<file path="src/rtl/io_stage.sv">
// ---------------------------------------------------------------------------
// io_stage : memory-access (IO) stage of the five-stage MIPS pipeline.
//
// Sits between ex_stage and the write-back stage. It latches the EX-to-IO
// bus, captures the synchronous data-SRAM read word during the single cycle
// it is presented, and keeps that word across write-back stalls. The final
// result (ALU result or load data) is forwarded to write-back and is also
// driven back to ID for bypassing and hazard detection.
//
// Ports:
//   clock                   rising-edge clock
//   reset                   asynchronous, active-low reset
//   wb_allow_in             write-back can accept an instruction this cycle
//   io_allow_in             this stage accepts from EX this cycle
//   ex_to_io_bus            payload from EX (valid, pc, alu result, dest,
//                           register write enable, result-from-memory flag)
//   data_read_data          data-SRAM read word, meaningful only in the
//                           first cycle an instruction occupies this stage
//   io_to_wb_bus            payload to write-back
//   io_to_id_back_pass_bus  bypass / hazard information for ID
// ---------------------------------------------------------------------------

package ex_stage_params;

    typedef struct packed {
        logic        valid;
        logic [31:0] program_count;
        logic [31:0] alu_result;
        logic [4:0]  destination_register;
        logic        register_write;
        logic        result_is_from_memory;
    } EXToIOData;

endpackage

package io_stage_params;

    typedef struct packed {
        logic        valid;
        logic [31:0] program_count;
        logic [31:0] final_result;
        logic [4:0]  destination_register;
        logic        register_write;
    } IOToWBData;

    typedef struct packed {
        logic        valid;
        logic [4:0]  write_register;
        logic [31:0] write_data;
    } IOToIDBackPassData;

endpackage

module io_stage (
    input  logic                                 clock,
    input  logic                                 reset,
    input  logic                                 wb_allow_in,
    output logic                                 io_allow_in,
    input  ex_stage_params::EXToIOData           ex_to_io_bus,
    input  logic [31:0]                          data_read_data,
    output io_stage_params::IOToWBData           io_to_wb_bus,
    output io_stage_params::IOToIDBackPassData   io_to_id_back_pass_bus
);

    logic        io_valid;
    logic        first_cycle;
    logic [31:0] load_data_hold;

    logic [31:0] payload_program_count;
    logic [31:0] payload_alu_result;
    logic [4:0]  payload_destination;
    logic        payload_register_write;
    logic        payload_from_memory;

    logic        io_ready_go;
    logic        load_new;
    logic [31:0] load_data;
    logic [31:0] final_result;

    // The SRAM word is either live or already held, so this stage never
    // needs more than one cycle.
    assign io_ready_go = 1'b1;
    assign io_allow_in = !io_valid || (io_ready_go && wb_allow_in);
    assign load_new    = io_allow_in && ex_to_io_bus.valid;

    // Occupancy flag: it only changes when the stage is allowed to take
    // from EX, so a bubble from EX empties the stage while a WB stall
    // keeps the current instruction.
    always_ff @(posedge clock or negedge reset) begin
        if (!reset) begin
            io_valid <= 1'b0;
        end else if (io_allow_in) begin
            io_valid <= ex_to_io_bus.valid;
        end
    end

    // Payload register. A bubble leaves the old payload untouched, so only
    // a valid incoming instruction overwrites it.
    always_ff @(posedge clock or negedge reset) begin
        if (!reset) begin
            payload_program_count  <= 32'h0;
            payload_alu_result     <= 32'h0;
            payload_destination    <= 5'd0;
            payload_register_write <= 1'b0;
            payload_from_memory    <= 1'b0;
        end else if (load_new) begin
            payload_program_count  <= ex_to_io_bus.program_count;
            payload_alu_result     <= ex_to_io_bus.alu_result;
            payload_destination    <= ex_to_io_bus.destination_register;
            payload_register_write <= ex_to_io_bus.register_write;
            payload_from_memory    <= ex_to_io_bus.result_is_from_memory;
        end
    end

    // first_cycle marks the one cycle in which the SRAM output belongs to
    // the current instruction. A back-to-back replacement re-asserts it.
    always_ff @(posedge clock or negedge reset) begin
        if (!reset) begin
            first_cycle <= 1'b0;
        end else begin
            first_cycle <= load_new;
        end
    end

    // Capture the SRAM word before it becomes undefined. Captured for every
    // instruction, loads or not, which keeps the enable trivially simple.
    always_ff @(posedge clock or negedge reset) begin
        if (!reset) begin
            load_data_hold <= 32'h0;
        end else if (io_valid && first_cycle) begin
            load_data_hold <= data_read_data;
        end
    end

    // Result selection: live SRAM data in the first cycle, held data after.
    always_comb begin
        load_data    = first_cycle ? data_read_data : load_data_hold;
        final_result = payload_from_memory ? load_data : payload_alu_result;
    end

    // Output buses. The back-pass is purely combinational so ID sees the
    // forwarded value in the same cycle; its register field is zeroed for
    // bubbles and non-writing instructions.
    always_comb begin
        io_to_wb_bus                      = '0;
        io_to_wb_bus.valid                = io_valid && io_ready_go;
        io_to_wb_bus.program_count        = payload_program_count;
        io_to_wb_bus.final_result         = final_result;
        io_to_wb_bus.destination_register = payload_destination;
        io_to_wb_bus.register_write       = payload_register_write;

        io_to_id_back_pass_bus                = '0;
        io_to_id_back_pass_bus.valid          = 1'b1;
        io_to_id_back_pass_bus.write_register =
            {5{payload_register_write && io_valid}} & payload_destination;
        io_to_id_back_pass_bus.write_data     = final_result;
    end

endmodule
</file>
<file path="config.mk">
export PLATFORM = sky130hd
export DESIGN_NAME = io_stage
export DESIGN_NICKNAME = d
export VERILOG_FILES = /design/src/rtl/io_stage.sv
export SDC_FILE = /design/constraint.sdc
export NUM_CORES = 1
export LEC_CHECK = 0
export BUFFER_PORTS_ARGS = -buffer_cell sky130_fd_sc_hd__buf_2
export CAP_MARGIN = 20
export CORE_AREA = 2 2 108 110
export CTS_CLUSTER_SIZE = 25
export DETAILED_ROUTE_END_ITERATION = 6
export DIE_AREA = 0 0 110 112
export PLACE_DENSITY_LB_ADDON = 0.15
export SETUP_SLACK_MARGIN = 0.5
export SLEW_MARGIN = 0
export SYNTH_ARGS = -nofsm -noshare
export SYNTH_HDL_FRONTEND = slang
export SYNTH_SLANG_ARGS = --single-unit
</file>
<file path="constraint.sdc">
create_clock -name clock -period 1.5 [get_ports clock]
set_input_delay 0.075 -clock clock [delete_from_list [all_inputs] [get_ports clock]]
set_output_delay 0.075 -clock clock [all_outputs]
set_load 0.03 [all_outputs]
</file>
==> out/qor.yml <==
run_status:
  status: "finished, violations left"
  violations: "setup timing"
clock_network:
  cts_num_sinks: 105
  cts_tree: "yes"
  clk_latency_ns: 0.35
  cts_made_buffers: 9
  clockRootBuffer: "clkbuf_16"
  htree_levels: 3
  clk_pin_slew_ns: 0.07
  ctsLongestPathBuffers: 2
synthesis:
  yosysWarnings: 0
  yosysMostFrequentCell: "dfrtp_1"
  synth-compound-area-share_pct: 3.29
  synth_top_area_share_pct: 54.0
  synth_seq_cells: 105
  seq_area_frac_synth_pct: 54.0
  synth_area_sq_um: 4870
  synth_nets: 478
  yosys-top-cells-area: "dfrtp_1 54%, mux2_2 24%, mux2i_1 6.6%"
  ys.flop_type: "dfrtp_1"
  synthArstFlopShare_pct: 100
  synth_top_family_by_area: "multiplexers"
  synthAdderAreaFrac_pct: 0
  synth_cell_types: 17
  synth_xor_area_share_pct: 0
  syn_area_per_cell_sq_um: 13.1
  yosys.area_share.simple_pct: 3.73
  ys_top_cells_by_count: "105 x dfrtp_1, 103 x mux2_2, 38 x buf_4"
  synth_top_cell_by_area: "dfrtp_1"
  synth_mux_area_share_pct: 30.4
  synth_edf_count: 0
  netlist_instances: 371
critical_path:
  end_kind: "output port"
  start_kind: "flip-flop"
  crit_required_ns: 1.42
  cp-startpoint: "payload_from_memory$_DFFE_PN0P_"
  crit_type: "flip-flop to output port"
  arrival_ns: 1.60
  worst-path-max-fanout: 15
  timing.rr.start: "io_valid$_DFFE_PN0P_"
  rrSetupSlack_ns: 0.11
  r2r-end: "payload_alu_result[26]$_DFFE_PN0P_"
  endpoint: "io_to_id_back_pass_bus[29]"
  reg2regPathDepth: 5
run:
  drv_cap: 0
grt:
  grt_pass1_vias: 4535
  met1_usage_pct: 27.2
  grt_util_met3_pct: 4.51
  grt_use_met2_pct: 45.4
  grt_antenna_before_repair: 1
  grt_busiest_layer: "met2"
  track_usage_pct: 24.4
  gr-total-overflow: 0
  grt_max_degree: 31
  grt_first_pass_wirelength_mm: 22.8
timing:
  final.min_clock_period_ns: 1.67
  final.setup.worst_slack_ns: -0.172
  setup_viol: 64
  finClkSkew_ns: 0.00666
  max_freq_mhz: 598
  finalSetupTns_ns: -8.47
  finalMaxSlewViolations: 0
  period_share_pct: 111
  rsz0062_at_grt: "true"
  hold_viol: 0
  holdWs_ns: 0.0125
route:
  wl_per_cell_microns: 18.9
  first_iter_violations: 97
  drtAntennaViolNets: 0
  routed_wl_mm: 16.1
  drc: 0
  dr.pass1.iters: 4
  vias: 4181
  vias_per_cell: 4.91
die:
  chipHeight_microns: 112
  die-area_sq_um: 12300
  die_x_microns: 110
  coreArea_sq_um: 11200
  num_rows: 39
  start_util_pct: 43.6
  ioPinCount: 217
finish:
  nets: 810
  syn_to_final_growth_pct: 84.9
  drive_gt1_share_pct: 68.9
  diodes: 0
  utilization_pct: 80.6
min_path:
  hold_class: "primary input to flip-flop"
pwr:
  leakage_uw: 0.00418
  vdd_ir_drop_max_mv: 0.836
  powerDensity_nw_per_um2: 1210
place:
  routabilityCongestion: 0.721
  place_hpwl_mm: 8.32
  io_buffers: 215
-- layout make-up --
class | instances | area [sq um]
clock buffer | 10 | 229
clock inverter | 6 | 91.3
fill | 639 | 2170
inverter | 1 | 3.75
multi-input combinational | 210 | 2660
sequential | 105 | 2640
tap | 143 | 179
timing repair buffer | 376 | 3200
-- cells by family after synthesis --
kind of cell / after synthesis
AND/OR/NAND/NOR: 41
flip-flops: 105
buffers and inverters: 57
AO/OA/AOI/OAI: 32
other: 1
multiplexers: 135
-- cell usage in the layout (no fill, tap or decap) --
cell and count:
mux2_4 47, dlygate4sd3_1 103, inv_6 1, clkbuf_16 12, and3_4 5, buf_2 160
dfrtp_2 3, dfrtp_4 1, nor2_4 9, nand2_8 3, clkbuf_4 2, nor2_1 3
buf_4 42, nand2b_4 1, clkinv_4 2, bufinv_16 2, nand2b_1 1, nor2_2 20
mux2_2 56, clkinv_2 1, conb_1 1, clkbuf_1 1, buf_16 9, mux2i_2 21
buf_12 8, inv_1 1, a21oi_4 32, mux2i_4 2, dfrtp_1 101, buf_6 47
buf_8 2, mux2i_1 9
-- state kept, by name, summed over array words and instances, names as in the netlist --
register / count
payload_from_memory: 1
payload_alu_result: 32
payload_register_write: 1
payload_destination: 5
load_data_hold: 32
io_valid: 1
first_cycle: 1
payload_program_count: 32
-- critical path, cell delays in order (launching register included) --
cell	delay, ns
dfrtp_4	0.50
buf_12	0.15
buf_12	0.16
nor2_1	0.20
a21oi_4	0.05
buf_2	0.19
-- what timing repair did --
| action | in CTS | in global routing |
|---|---|---|
| gates cloned | 8 | 4 |
| pin swaps | 1 | 4 |
| buffers inserted | 16 | 14 |
| endpoints found under the setup margin | 183 | 210 |
| hold buffers | 103 | 0 |
| endpoints found under the hold margin | 181 | 0 |
| resized for setup | 141 | 130 |
-- metrics by stage --
stage / setup slack (ns) / power, uW / cell area (sq um) / std cells
3_3_place_gp: 0.141 / 7050 / 6340 / 690
6_report: -0.172 / 10900 / 9000 / 851
2_1_floorplan: 0.198 / 6580 / 5470 / 371
4_1_cts: -0.160 / 10400 / 8500 / 833
3_5_place_dp: 0.144 / 7120 / 6340 / 690
5_1_grt: -0.212 / 11300 / 9000 / 851
-- metal layers --
| metal | vias up | wire length [microns] |
|---|---|---|
| met1 | 2098 | 5880 |
| met2 | 142 | 9000 |
| met5 | - | 16 |
| li1 | 1908 | - |
| met4 | 2 | 379 |
| met3 | 31 | 775 |
-- worst min-delay path by stage --
stage,end,startpoint,cells past startpoint
after global routing,load_data_hold[23]$_DFFE_PN0P_,data_read_data[23],2
after detailed placement,payload_program_count[19]$_DFFE_PN0P_,reset,1
final,load_data_hold[23]$_DFFE_PN0P_,data_read_data[23],2
after floorplan,first_cycle$_DFF_PN0_,reset,0
after CTS,load_data_hold[23]$_DFFE_PN0P_,data_read_data[23],2
after global placement,payload_program_count[19]$_DFFE_PN0P_,reset,1
-- power by group --
group | total [uW] | internal (uW) | leakage [uW] | switching (uW)
combinational | 4640 | 2140 | 0.00280 | 2500
clock | 2580 | 1480 | 0.000157 | 1100
sequential | 3650 | 3290 | 0.00122 | 363
No activity file was read; power rests on OpenSTA's default activity.
